==> config.mk <==
export PLATFORM = sky130hd
export DESIGN_NAME = priority_encoder_seq
export DESIGN_NICKNAME = d
export VERILOG_FILES = /design/src/rtl/prio_enc_pkg.sv /design/src/rtl/prio_enc_n.sv /design/src/rtl/priority_encoder_seq.sv
export SDC_FILE = /design/constraint.sdc
export NUM_CORES = 1
export LEC_CHECK = 0
export CAP_MARGIN = 30
export CORE_MARGIN = 2
export CORE_UTILIZATION = 50
export CTS_CLUSTER_SIZE = 10
export DETAILED_ROUTE_END_ITERATION = 12
export PLACE_DENSITY = 0.84
export SLEW_MARGIN = 20
export SYNTH_ARGS = -nofsm -noshare
export SYNTH_HDL_FRONTEND = slang
export SYNTH_SLANG_ARGS = --single-unit
==> constraint.sdc <==
create_clock -name clk -period 9.5 [get_ports clk]
set_input_delay 0.95 -clock clk [delete_from_list [all_inputs] [get_ports clk]]
set_output_delay 0.95 -clock clk [all_outputs]
set_load 0.05 [all_outputs]
==> src/rtl/prio_enc_pkg.sv <==
// Shared types and helpers for the sequential priority encoder.
// Holds size defaults, the FSM state type and a popcount helper.
package prio_enc_pkg;

   localparam int N_DEF = 8;
   localparam int W_DEF = $clog2(N_DEF);
   localparam int MAXN  = 256;

   typedef enum logic {
      IDLE    = 1'b0,
      PRESENT = 1'b1
   } state_t;

   function automatic logic [15:0] popcount(input logic [MAXN-1:0] v);
      logic [15:0] c;
      c = '0;
      for (int i = 0; i < MAXN; i++) begin
         c = c + 16'(v[i]);
      end
      return c;
   endfunction

endpackage

==> src/rtl/prio_enc_n.sv <==
// Combinational lowest-set-bit encoder.
// o_idx is the lowest set index; o_found flags a non-zero vector.
module prio_enc_n
   import prio_enc_pkg::*;
#(
   parameter int N = N_DEF,
   parameter int W = W_DEF
) (
   input  logic [N-1:0] i_vec,
   output logic         o_found,
   output logic [W-1:0] o_idx
);

   always_comb begin
      o_found = |i_vec;
      o_idx   = '0;
      // Descending scan so the lowest set bit is written last.
      for (int i = N - 1; i >= 0; i--) begin
         if (i_vec[i]) begin
            o_idx = W'(i);
         end
      end
   end

endmodule

==> src/rtl/priority_encoder_seq.sv <==
// Sequential priority encoder: accumulates request pulses and issues
// one binary index per valid/ready handshake, lowest index first.
module priority_encoder_seq
   import prio_enc_pkg::*;
#(
   parameter int N = N_DEF,
   parameter int W = $clog2(N)
) (
   input  logic         clk,
   input  logic         rst,
   input  logic         en,
   input  logic [N-1:0] req,
   input  logic         clr,
   input  logic         out_ready,
   output logic         out_valid,
   output logic [W-1:0] out_idx,
   output logic [N-1:0] pending,
   output logic [W:0]   pend_cnt,
   output logic         dup
);

   state_t          r_state;
   state_t          w_state_nxt;
   logic [N-1:0]    r_pend;
   logic [N-1:0]    w_pend_nxt;
   logic [N-1:0]    w_served;
   logic [N-1:0]    w_new;
   logic [N-1:0]    w_dup_hit;
   logic [W-1:0]    r_idx;
   logic [W-1:0]    w_sel;
   logic [W:0]      r_cnt;
   logic            r_dup;
   logic            w_found;
   logic            w_load;
   logic [MAXN-1:0] w_pad;

   always_comb begin
      w_served = '0;
      if (r_state == PRESENT && out_ready) begin
         w_served[r_idx] = 1'b1;
      end
   end

   assign w_new      = req & {N{en}};
   assign w_pend_nxt = (r_pend & ~w_served) | w_new;
   // A bit served this edge and re-requested is a fresh issue.
   assign w_dup_hit  = w_new & r_pend & ~w_served;

   prio_enc_n #(
      .N (N),
      .W (W)
   ) u_enc (
      .i_vec   (w_pend_nxt),
      .o_found (w_found),
      .o_idx   (w_sel)
   );

   always_comb begin
      w_pad           = '0;
      w_pad[N-1:0]    = w_pend_nxt;
   end

   always_ff @(posedge clk or posedge rst) begin
      if (rst) begin
         r_state <= IDLE;
      end else begin
         r_state <= w_state_nxt;
      end
   end

   always_comb begin
      w_state_nxt = r_state;
      w_load      = 1'b0;
      unique case (r_state)
         IDLE: begin
            if (w_found) begin
               w_load      = 1'b1;
               w_state_nxt = PRESENT;
            end
         end
         PRESENT: begin
            // No preemption: the presented index holds until consumed.
            if (out_ready) begin
               if (w_found) begin
                  w_load = 1'b1;
               end else begin
                  w_state_nxt = IDLE;
               end
            end
         end
      endcase
   end

   always_ff @(posedge clk or posedge rst) begin
      if (rst) begin
         r_pend <= '0;
         r_idx  <= '0;
         r_cnt  <= '0;
         r_dup  <= 1'b0;
      end else begin
         r_pend <= w_pend_nxt;
         r_cnt  <= (W+1)'(popcount(w_pad));
         if (w_load) begin
            r_idx <= w_sel;
         end
         if (|w_dup_hit) begin
            r_dup <= 1'b1;
         end else if (clr) begin
            r_dup <= 1'b0;
         end
      end
   end

   assign out_valid = (r_state == PRESENT);
   assign out_idx   = r_idx;
   assign pending   = r_pend;
   assign pend_cnt  = r_cnt;
   assign dup       = r_dup;

endmodule

---- After elaboration in Yosys (flattened, before gate mapping) ----
Index checks and enable logic that the tools add are counted.
word-level totals
  register bits after elaboration ......... 17
  output and inout bits ................... 17
  logic and storage cells ................. 44
operators by class
  add/sub/neg operators ................... 7
  magnitude comparators ................... 2
  mux-type cells .......................... 18
  bitwise gates (word level) .............. 7
  reductions and logical operators ........ 5
operators with widths
  operator              number
  $and A8 B8 Y8         4
  $mux W3               8
  $add A4 B1 Y4         4
  $reduce_or A8 Y1      2
  $mux W8               1
  $not A8 Y8            1
  $or A8 B8 Y8          1
  $mux W1               6
  $add A3 B1 Y4         1
  $lt A3 B4 Y1 const B  1
  $pmux W1 S2           2
  $add A2 B1 Y3         1
  $demux W1 S3          1
  $ge A3 B1 Y1 const B  1
  $add A1 B1 Y2         1
  $logic_and A1 B1 Y1   2
  $reduce_bool A2 Y1    1
  $not A1 Y1            1

---- Longest topological paths before layout ----
  depth after elaboration ................. 16
  depth in mapped cells ................... 11
  mapped depth without buffers ............ 11

---- By module ----
From an unflattened synthesis, not the netlist that was laid out.
second synthesis, totals
  cell total of the unflattened synthesis .. 102
  area total of the unflattened synthesis .. 1,017.2 um2
modules (own cells, without submodules)
  module                times used  cells an instance  area each (um2)  seq. area each (um2)
  priority_encoder_seq  1           89                 935.9            425.4
  prio_enc_n            1           13                 81.3             0.0

---- Worst setup path after synthesis ----
No wires, ideal clock.
  path kind ............................... input to register
  start ................................... input port out_ready
  end ..................................... register r_cnt[2] (netlist: pend_cnt[2])
  library setup time ...................... 123 ps
  data arrival time ....................... 3,998 ps
  setup slack ............................. 5,380 ps
  stages .................................. 11
  cell sequence ........................... or4bb_1 -> o21a_1 -> a21oi_1 -> fa_1 -> fa_1 -> fa_1 -> inv_1 -> ha_1 -> inv_1 -> fa_1 -> xnor2_1
on the way
  longest elaborated chain between the ends .. 12
ends and longest elaborated chain
  what                        RTL line                     RTL
  from (decl)                 priority_encoder_seq.sv:14   input logic out_ready,
  $logic_and A1 B1 Y1 (*)     priority_encoder_seq.sv:39   if (r_state == PRESENT && out_ready) begin
  $mux W8 (*)                 priority_encoder_seq.sv:39
  $not A8 Y8 (*)              priority_encoder_seq.sv:45   assign w_pend_nxt = (r_pend & ~w_served) | w_new;
  $and A8 B8 Y8 (*)           priority_encoder_seq.sv:45
  $or A8 B8 Y8 (*)            priority_encoder_seq.sv:45
  $add A1 B1 Y2               prio_enc_pkg.sv:18           c = c + 16'(v[i]);
  $add A2 B1 Y3               prio_enc_pkg.sv:18
  $add A3 B1 Y4               prio_enc_pkg.sv:18
  $add A4 B1 Y4 (3 in a row)  prio_enc_pkg.sv:18
  $add A4 B1 Y4 (*)           prio_enc_pkg.sv:18
  to (signal assigned)        priority_encoder_seq.sv:102  r_cnt <= (W+1)'(popcount(w_pad));
  to (decl)                   priority_encoder_seq.sv:31   logic [W:0] r_cnt;
Every way passes the cells marked *; elsewhere a longest branch is shown, timed or not.
A chain may end at the register's enable or synchronous reset.

---- Worst setup path in the final report ----
Same ends and word-level chain as after synthesis.

==> results.json <==
{
  "cts.sinks": 17,
  "fp.dieH_um": 49.30,
  "min_path_type": "reg2reg",
  "grt_pass1_vias": 940,
  "cts_resized": 0,
  "final_cell_mix": "clkdlybuf4s50_1, inv_1, dfrtp_1, o21ai_0, o21a_1",
  "regArea_um2": 425.4,
  "combPwrFrac_pct": 60.4,
  "grt_usage_pct": 22.62,
  "nFillCells": 170,
  "async_flop_share_pct": 100.0,
  "hold_viol_final": 0,
  "syn2layout_area_growth_pct": 33.78,
  "crit_type": "in2reg",
  "ys_ff_latch": 17,
  "seq_power_share_pct": 28.7,
  "htreeDepth": 1,
  "die_x_um": 49.30,
  "setup_violations": 0,
  "min_from": "dup",
  "critPathMostFrequentCell": "fa_1",
  "place_congestion": 0.9160,
  "postCtsSetupRepairBufs": 0,
  "syn_area_mm2": 0.001026,
  "ys_seq_area_share_pct": 41.46,
  "swShare_pct": 47.33,
  "numCtsBuffers": 3,
  "setup_slack_ps": 4879,
  "vias": 903,
  "synth-edff-count": 0,
  "slew_violations": 0,
  "p_switching_w": 0.0001716,
  "power_w": 0.0003625,
  "dr.pass1.iters": 4,
  "crit_chain": "clkdlybuf4s50_1, or4bb_1, o21a_1, a21oi_1, fa_1, fa_1, fa_1, inv_1, ha_1, inv_1, fa_1, xnor2_1",
  "status": "finished, final reports clean",
  "netlist_instances": 104,
  "grt_max_degree": 18,
  "synth_nets": 125,
  "layout-drive-gt1-share_pct": 7.353,
  "drt.antenna.violating_nets": 0,
  "finClkSkew_ps": 3.467,
  "place_ws_ps": 4583,
  "fp.coreArea_mm2": 0.001942,
  "slowest_stage": "clkdlybuf4s50_1",
  "dp_cells": 159,
  "relSlewSlack_pct": 54.96,
  "critPathMaxFanout": 5,
  "intPower_w": 0.0001909,
  "pin_count": 30,
  "crit_required_ps": 9690,
  "avgSynthCellArea_um2": 9.865,
  "clockBufferDepth": 2,
  "fin_nets": 158,
  "buffer_ports.inserted": 29,
  "mostFrequentLayoutCell": "clkdlybuf4s50_1",
  "max_freq_ghz": 0.2164,
  "min_period_ps": 4621,
  "synthTopCellsByArea": "dfrtp_1, fa_1, inv_1, o21ai_0, ha_1",
  "period_share_pct": 48.65,
  "endpoint_kind": "flip-flop",
  "drv_cap": 0,
  "worstMarginPinSlew_ps": 674.9,
  "cts_tree": "done",
  "synth-main-ff-cell": "dfrtp_1",
  "ys_types": 32,
  "critPathMaxStageDelay_ps": 540,
  "layout.cells.non_filler": 163,
  "cts_root_buffer": "clkbuf_4",
  "holdBufCountCts": 0,
  "gr-total-overflow": 0,
  "hpwlAfterDp_um": 1953,
  "ys_warn_count": 0,
  "power.density_mw_per_mm2": 264.1,
  "dieArea_mm2": 0.002430,
  "grt_first_pass_wirelength_um": 4133,
  "clk_latency_ps": 290,
  "p_clk_share_pct": 10.9,
  "routed_via_density": 5.540,
  "rows": 16,
  "path_clk_slew_ps": 100,
  "start_util_pct": 52.84,
  "cp.arrival_ps": 4810,
  "synth_top_area_share_pct": 41.46,
  "drc": 0,
  "antenna_cells": 0,
  "ir_worst_vdd_mv": 0.2209,
  "synth.largest_area_cell": "dfrtp_1",
  "critPathLaunchType": "primary input",
  "rsz0062_at_grt": "no",
  "r2r_start": "out_idx[1]",
  "critPathLaunch": "out_ready",
  "power_leakage_nw": 0.5702,
  "multiInputGateArea_um2": 518.0,
  "post_drt_wl_per_cell_um": 14.63,
  "tns_ps": 0,
  "antenna_found_initial": 0,
  "drt_iter0_markers": 26,
  "wirelength_um": 2384
}
[cell families after synthesis]
kind of cell	after synthesis	synth area share, %
AO/OA/AOI/OAI	30	18.78
XOR/XNOR	1	0.8538
flip-flops	17	41.46
multiplexers	3	3.903
adder cells (fa/ha/maj)	8	12.68
AND/OR/NAND/NOR	23	14.27
buffers and inverters	22	8.049
[synthesized netlist by cell type (2+ instances only)]
master    count
inv_1        21
dfrtp_1      17
o21ai_0      12
o21a_1        6
nand2_1       5
a21oi_1       4
fa_1          4
ha_1          4
nand2b_1      3
nor2_1        3
a21boi_0      2
mux2_4        2
nand3_1       2
[flip-flops by register name (all words and copies together) (netlist names)]
name / count
dup: 1
out_idx: 3
pending: 8
pend_cnt: 4
out_valid: 1
[worst max-delay path, delay by kind of cell]
kind,cells,cell delay (ps)
xor gates and xnor gates,1,130
adders and majority gates,5,1970
AOI/OAI and AO/OA,2,560
buffers and inverters,3,660
and+or+nand+nor,1,530
[layer usage]
layer  track usage (%)  vias to the layer above  share of wire [%]
met5                 0                        -                  0
met4             10.48                        0                1.9
met3             5.828                        8                6.5
met2             40.32                       38                 54
met1             24.85                      444                 38
li1                  -                      413                  -
[per-stage QoR]
step	area, um^2	utilization (%)	hold slack [ps]
final	1373	70.68	536.0
after global routing	1373	70.68	569.6
after CTS	1373	70.68	543.3
after detailed placement	1346	69.33	532.7
after global placement	1346	69.33	513.0
after floorplan	1026	-	747.8
[cell type report]
class,instances,share of cell area [%]
repair buffers,29,21.15
clock buffers,4,1.914
multi-input cells,65,37.74
well taps,27,2.461
flip-flops and latches,17,30.99
inverters,21,5.743
[path summary, 6_finish.rpt]
check	slack, ps	depth (start not counted)	to
hold / removal	540	2	dup
max in group asynchronous	8030	2	pending[5]
setup / recovery	4880	12	pend_cnt[2]
setup reg to reg	5610	11	pend_cnt[2]
hold reg to reg	540	2	dup
min in group asynchronous	1050	2	pend_cnt[3]
[power groups by stage]
stage | Combinational (W) | Sequential, W | Clock [W]
global route | 0.000241 | 0.000106 | 0.0000453
floorplan | 0.0000855 | 0.000172 | 0
detailed placement | 0.000220 | 0.000106 | 0
CTS | 0.000221 | 0.000104 | 0.0000399
finish | 0.000219 | 0.000104 | 0.0000394
global placement | 0.000213 | 0.000106 | 0
No activity file was read; power rests on OpenSTA's default activity.
